$ cat src/rtl/dht_pkg.sv
// Shared definitions for the DHT22 reader: FSM states, frame geometry, timing
// conversion and checksum arithmetic.
package dht_pkg;

  typedef enum logic [2:0] {
    IDLE,
    START_LOW,
    RELEASE,
    RESP_LOW,
    RESP_HIGH,
    BIT_LOW,
    BIT_HIGH,
    CHECK
  } state_t;

  localparam int US_PER_S   = 1_000_000;
  localparam int FRAME_BITS = 40;

  function automatic int us_to_cyc(input int clk_hz, input int us);
    longint prod;
    prod = longint'(clk_hz) * longint'(us);
    return int'(prod / longint'(US_PER_S));
  endfunction

  // Sum of the four payload bytes, modulo 256 by truncation.
  function automatic logic [7:0] frame_sum(input logic [FRAME_BITS-1:0] f);
    return f[39:32] + f[31:24] + f[23:16] + f[15:8];
  endfunction

endpackage

$ cat src/rtl/dht22_reader_if.sv
// Synchronized sensor-line view: settled level plus single-cycle edge strobes.
interface dht22_reader_if;
  logic level;
  logic rise;
  logic fall;

  modport master (output level, output rise, output fall);
  modport slave  (input  level, input  rise, input  fall);
endinterface

$ cat src/rtl/dht_sync_edge.sv
// Two-flop synchronizer for the raw sensor pad with rise/fall detection on the
// synchronized level. Flops reset high to match the idle pulled-up line.
module dht_sync_edge (
  input  logic            clk,
  input  logic            rst_n,
  input  logic            din,
  dht22_reader_if.master  line
);

  logic sync0;
  logic sync1;
  logic prev;

  always_ff @(posedge clk or negedge rst_n) begin
    if (!rst_n) begin
      sync0 <= 1'b1;
      sync1 <= 1'b1;
      prev  <= 1'b1;
    end else begin
      sync0 <= din;
      sync1 <= sync0;
      prev  <= sync1;
    end
  end

  assign line.level = sync1;
  assign line.rise  = sync1 & ~prev;
  assign line.fall  = ~sync1 & prev;

endmodule

$ cat src/rtl/dht22_reader.sv
// DHT22 single-wire reader: host start pulse, sensor response handshake,
// 40-bit pulse-width decode, checksum validation and result registers.
module dht22_reader
  import dht_pkg::*;
#(
  parameter int CLK_HZ     = 100_000_000,
  parameter int START_US   = 1100,
  parameter int TIMEOUT_US = 200,
  parameter int BIT1_US    = 50
) (
  input  logic        CLK100MHZ,
  input  logic        CPU_RESETN,
  input  logic        start,
  input  logic        dht_in,
  output logic        dht_oe,
  output logic [15:0] RH_Value,
  output logic [15:0] Temp_Value,
  output logic        valid,
  output logic        busy,
  output logic        chk_err,
  output logic        tmo_err
);

  localparam int START_CYC = us_to_cyc(CLK_HZ, START_US);
  localparam int TMO_CYC   = us_to_cyc(CLK_HZ, TIMEOUT_US);
  localparam int BIT1_CYC  = us_to_cyc(CLK_HZ, BIT1_US);
  localparam int MAX_AB    = (START_CYC > TMO_CYC) ? START_CYC : TMO_CYC;
  localparam int CNT_MAX   = (MAX_AB > BIT1_CYC) ? MAX_AB : BIT1_CYC;
  localparam int CNT_W     = $clog2(CNT_MAX + 1) + 1;

  localparam logic [CNT_W-1:0] START_LAST = CNT_W'(START_CYC - 1);
  localparam logic [CNT_W-1:0] TMO_LIM    = CNT_W'(TMO_CYC);
  // The phase counter reads (high cycles - 1) on the cycle the fall is seen.
  localparam logic [CNT_W-1:0] BIT1_LAST  = CNT_W'(BIT1_CYC - 1);
  localparam logic [5:0]       LAST_BIT   = 6'(FRAME_BITS - 1);

  dht22_reader_if line_bus ();

  dht_sync_edge u_sync (
    .clk   (CLK100MHZ),
    .rst_n (CPU_RESETN),
    .din   (dht_in),
    .line  (line_bus)
  );

  state_t                  state;
  state_t                  state_nx;
  logic [CNT_W-1:0]        cnt;
  logic [FRAME_BITS-1:0]   shreg;
  logic [5:0]              bit_cnt;
  logic                    phase_over;
  logic                    tmo_hit;
  logic                    bit_val;
  logic                    sum_ok;

  assign phase_over = (cnt >= TMO_LIM);
  assign bit_val    = (cnt >= BIT1_LAST);
  assign sum_ok     = (frame_sum(shreg) == shreg[7:0]);

  always_ff @(posedge CLK100MHZ or negedge CPU_RESETN) begin
    if (!CPU_RESETN) state <= IDLE;
    else             state <= state_nx;
  end

  always_comb begin
    state_nx = state;
    tmo_hit  = 1'b0;
    case (state)
      IDLE:      if (start) state_nx = START_LOW;
      START_LOW: if (cnt >= START_LAST) state_nx = RELEASE;
      RELEASE: begin
        if (line_bus.fall)   state_nx = RESP_LOW;
        else if (phase_over) begin state_nx = IDLE; tmo_hit = 1'b1; end
      end
      RESP_LOW: begin
        if (line_bus.rise)   state_nx = RESP_HIGH;
        else if (phase_over) begin state_nx = IDLE; tmo_hit = 1'b1; end
      end
      RESP_HIGH: begin
        if (line_bus.fall)   state_nx = BIT_LOW;
        else if (phase_over) begin state_nx = IDLE; tmo_hit = 1'b1; end
      end
      BIT_LOW: begin
        if (line_bus.rise)   state_nx = BIT_HIGH;
        else if (phase_over) begin state_nx = IDLE; tmo_hit = 1'b1; end
      end
      BIT_HIGH: begin
        if (line_bus.fall)   state_nx = (bit_cnt == LAST_BIT) ? CHECK : BIT_LOW;
        else if (phase_over) begin state_nx = IDLE; tmo_hit = 1'b1; end
      end
      CHECK:     state_nx = IDLE;
      default:   state_nx = IDLE;
    endcase
  end

  // Phase counter restarts on each state entry and saturates instead of wrapping.
  always_ff @(posedge CLK100MHZ or negedge CPU_RESETN) begin
    if (!CPU_RESETN)            cnt <= '0;
    else if (state_nx != state) cnt <= '0;
    else if (cnt != '1)         cnt <= cnt + CNT_W'(1);
  end

  always_ff @(posedge CLK100MHZ or negedge CPU_RESETN) begin
    if (!CPU_RESETN) begin
      shreg      <= '0;
      bit_cnt    <= '0;
      RH_Value   <= '0;
      Temp_Value <= '0;
      valid      <= 1'b0;
      chk_err    <= 1'b0;
      tmo_err    <= 1'b0;
    end else begin
      valid   <= 1'b0;
      chk_err <= 1'b0;
      tmo_err <= tmo_hit;
      if (state == IDLE && start) begin
        shreg   <= '0;
        bit_cnt <= '0;
      end
      if (state == BIT_HIGH && line_bus.fall) begin
        shreg   <= {shreg[FRAME_BITS-2:0], bit_val};
        bit_cnt <= bit_cnt + 6'd1;
      end
      if (state == CHECK) begin
        if (sum_ok) begin
          RH_Value   <= shreg[39:24];
          Temp_Value <= shreg[23:8];
          valid      <= 1'b1;
        end else begin
          chk_err    <= 1'b1;
        end
      end
    end
  end

  assign dht_oe = (state == START_LOW);
  assign busy   = (state != IDLE);

endmodule

$ cat config.mk
export PLATFORM = sky130hd
export DESIGN_NAME = dht22_reader
export DESIGN_NICKNAME = d
export VERILOG_FILES = /design/src/rtl/dht_pkg.sv /design/src/rtl/dht22_reader_if.sv /design/src/rtl/dht_sync_edge.sv /design/src/rtl/dht22_reader.sv
export SDC_FILE = /design/constraint.sdc
export NUM_CORES = 1
export LEC_CHECK = 0
export BUFFER_PORTS_ARGS = -buffer_cell sky130_fd_sc_hd__buf_2
export CORE_UTILIZATION = 50
export DETAILED_ROUTE_END_ITERATION = 10
export PLACE_DENSITY = 0.68
export SYNTH_ARGS = -nofsm -noshare
export SYNTH_HDL_FRONTEND = slang
export SYNTH_SLANG_ARGS = --single-unit
$ cat constraint.sdc
create_clock -name CLK100MHZ -period 5.4 [get_ports CLK100MHZ]
set_input_delay 0.54 -clock CLK100MHZ [delete_from_list [all_inputs] [get_ports CLK100MHZ]]
set_output_delay 0.54 -clock CLK100MHZ [all_outputs]
set_load 0.01 [all_outputs]
==> summary.txt <==
GRT
  • Largest net degree at the start of global routing: 56
  • All-layer global routing usage: 19.97%
  • Global-route wire length before repair: 15.99 mm
  • Number of antenna violations at the first check in global routing: 0
  • Via count of the first global-routing pass: 3182
  • Global-route congestion overflow total: 0

Worst hold path
  • Path type of the worst min-delay path: in -> async

Logic synthesis
  • Net count of the mapped netlist: 458
  • Main combinational cell family by area after synthesis: compound AO/OA/AOI/OAI gates
  • Synth top cells by count: sky130_fd_sc_hd__dfrtp_1 (102), sky130_fd_sc_hd__a22o_1 (36), sky130_fd_sc_hd__mux2_2 (31), sky130_fd_sc_hd__nor2_1 (31), sky130_fd_sc_hd__nand2_1 (21)
  • Syn Area/Cell: 11.77 sq um
  • Top cell type's share of synthesized area: 50.45%
  • Synth Instances: 430
  • Number of enable-type register cells in the synthesized netlist: 0
  • Mux contribution to synthesized area: 7.319%
  • Dominant register cell in the synthesized netlist: sky130_fd_sc_hd__dfrtp_1
  • Post-synthesis compound-gate area fraction: 12.76%
  • Portion of the post-synthesis area used by sequential elements: 52.00%
  • XOR/XNOR Fraction of Synth Area: 5.366%
  • Most used standard cell by instance count after synthesis: sky130_fd_sc_hd__dfrtp_1
  • Async set-reset flop share out of synthesis: 100.0%
  • Adder and majority gate portion of the synthesized area: 8.012%
  • Most area-hungry cell type in the Yosys netlist: sky130_fd_sc_hd__dfrtp_1
  • Flops & latches, synth: 105
  • Post-synthesis share of cell area spent on and, or, nand and nor gates: 11.45%
  • Synth warn: 0
  • Post-synthesis cell type count: 50
  • Cell area after technology mapping: 5060 sq um
  • Synth top area cells: sky130_fd_sc_hd__dfrtp_1 (50%), sky130_fd_sc_hd__mux2_2 (6.9%), sky130_fd_sc_hd__a22o_1 (6.2%)

Layout
  • Layout filler cell count: 834
  • Synth-to-layout area growth: 10.73%
  • Number of inserted diodes: 0
  • Layout net count: 497
  • Post-route cell area: 5603 sq um
  • Ratio of cells with drive above 1 in the final layout: 20.46%

Power
  • Proportion of power drawn by flip-flops and latches: 59.0%
  • Power density over cell area: 238.4 nW/um^2
  • Sw Pwr: 0.2818 mW
  • Int Power: 1.054 mW
  • Switching fraction of total power: 21.10%
  • Combinational share of power: 1.4%
  • Clock network power share: 39.6%
  • Leakage power summed over all cells: 2.750 nW
  • Max IR drop VDD: 0.0001670 V

Job
  • Max Cap Viol: 0

Die
  • Starting density of the core: 51.77%
  • Number of standard-cell rows in the floorplan: 36
  • Core ar.: 9774 sq um
  • I/O pin cnt: 41
  • DIE WIDTH: 102.6 microns
  • Die area: 10530 sq um
  • Die Height: 102.6 microns

Critical path
  • Peak per-stage delay on the critical path: 0.55 ns
  • Element type at the critical path end: flop
  • Dominant delay contributor by cell family on the critical path: adder cells
  • Kind of start point of the critical path: flop
  • Slowest stage cell, crit path: sky130_fd_sc_hd__fa_1
  • Crit path arrival time: 4.26 ns
  • Peak fanout along the critical path: 17
  • Required time worst endpoint: 5.66 ns
  • Critical path type: reg -> reg
  • Buffering stage count on the worst path with inverters included: 4
  • Chain of cells forming the critical path: fa_1 -> inv_1 -> fa_1 -> inv_1 -> ha_1 -> inv_1 -> fa_1 -> or2b_1 -> a21oi_1 -> xnor2_1 -> nand3_1 -> nor4_4 -> buf_4 -> mux2_2

Routing
  • DR vias/cell: 5.598
  • Number of iterations in the first detailed-routing pass: 4
  • Average detailed-routed wire length per instance: 15.61 microns
  • Starting DRT DRC Count: 131
  • Final Routed Wirelength: 9.474 mm
  • Remaining design rule violation count: 0
  • ANT nets after route: 0
  • Routed vias: 3398

CTS
  • H-tree lvl count: 3
  • Clock sink count: 105
  • Number of buffers on the longest clock path: 2
  • Post-CTS clock slew at the launch and capture registers of the worst setup and hold paths: 0.09 ns
  • Clk_lat worst skew: 0.37 ns
  • PostCTS Resize Cnt: 0
  • Clock tree from TritonCTS: built
  • Clock root buffer: sky130_fd_sc_hd__clkbuf_8
  • Post-CTS repair timing setup buffer count: 0
  • Inserted Clock Buffers: 9
  • Total of hold buffers inserted after clock tree synthesis: 0

Place
  • Global placer's final weighted congestion: 0.8497
  • Port buffer count: 40
  • Cell area reported after detailed placement: 5390 sq um
  • Detailed-placement wirelength estimate: 6.503 mm

STA
  • Worst-margin pin slew: 1.138 ns
  • Final Skew: 0.01071 ns
  • Final-layout worst hold slack: 0.2062 ns
  • Maximum operating frequency: 250.0 MHz
  • Final Hold Vio Count: 0
  • Setup-violating endpoint count in the final report: 0
  • Final period utilization: 74.06%
  • Final critical delay including setup and external delays: 3.999 ns
  • Relative slew slack: 23.94%
  • Final-report max-slew violation count: 0
  • Sum of negative setup slack: 0 ns
  • RSZ-0062 raised after global routing: no

Run status
  • Status: finished, final reports clean
==> metrics by stage <==
| stage | cells | power [mW] | util [%] | setup WS [ns] |
|---|---|---|---|---|
| global route | 607 | 1.378 | 57.32 | 1.196 |
| global placement | 591 | 0.8236 | 55.15 | 1.468 |
| CTS | 607 | 1.345 | 57.32 | 1.380 |
| floorplan | 430 | 0.8057 | - | 1.614 |
| finish | 607 | 1.336 | 57.32 | 1.401 |
| detailed placement | 591 | 0.8241 | 55.15 | 1.417 |
==> cell type report <==
class	count	area [sq um]	area share [%]
Sequential cell	105	2631	46.96
Multi-Input combinational cell	290	2288	40.84
Timing Repair Buffer	44	232.7	4.154
Tap cell	133	166.4	2.970
Clock buffer	12	135.1	2.412
Clock inverter	4	77.57	1.385
Inverter	19	71.32	1.273
==> final timing paths <==
kind	slack, ns	start	end	cells past startpoint
setup / recovery	1.40	shreg[9]	RH_Value[6]	14
hold / removal	0.21	CPU_RESETN	Temp_Value[2]	1
setup reg to reg	1.40	shreg[9]	RH_Value[6]	14
hold reg to reg	0.36	u_sync.sync0	u_sync.line.level	0
max in group asynchronous	4.09	CPU_RESETN	cnt[3]	2
min in group CLK100MHZ	0.27	dht_in	u_sync.sync0	1
==> metal layers <==
| metal | track usage (%) | up-vias | share of wire (%) |
|---|---|---|---|
| met5 | 0 | - | 0 |
| met4 | 8.462 | 0 | 1.9 |
| met3 | 2.915 | 13 | 3.3 |
| met2 | 28.36 | 54 | 44 |
| met1 | 30.56 | 1716 | 51 |
| li1 | - | 1615 | - |
==> kinds of logic after synthesis <==
| logic type | after synthesis |
|---|---|
| AND/OR/NAND/NOR | 112 |
| flip-flops | 105 |
| AO/OA/AOI/OAI | 90 |
| buffers and inverters | 35 |
| multiplexers | 33 |
| XOR/XNOR | 31 |
| adder cells (fa/ha/maj) | 24 |
==> power by group through the flow <==
| stage | clock [mW] | sequential (mW) | combinational, mW |
|---|---|---|---|
| floorplan | 0 | 0.804 | 0.00177 |
| global placement | 0 | 0.804 | 0.0199 |
| detailed placement | 0 | 0.804 | 0.0202 |
| CTS | 0.536 | 0.788 | 0.0204 |
| global route | 0.567 | 0.789 | 0.0228 |
| finish | 0.528 | 0.788 | 0.0189 |
==> layout by cell type, fill, tap and decap left out, drive strengths merged, types with 14 or more instances in the layout <==
| cell | instances |
|---|---|
| fa | 14 |
| o21ai | 21 |
| mux2 | 32 |
| nand2 | 21 |
| a22o | 36 |
| xnor2 | 14 |
| xor2 | 17 |
| nor2 | 31 |
| inv | 19 |
| dfrtp | 102 |
| buf | 44 |
==> state kept, by name, indices dropped and copies added (netlist names) <==
name / flops
u_sync.sync0: 1
u_sync.line.level: 1
state: 3
chk_err: 1
RH_Value: 16
valid: 1
cnt: 18
shreg: 40
u_sync.prev: 1
tmo_err: 1
Temp_Value: 16
bit_cnt: 6
Power figures use the tool's default switching activity.
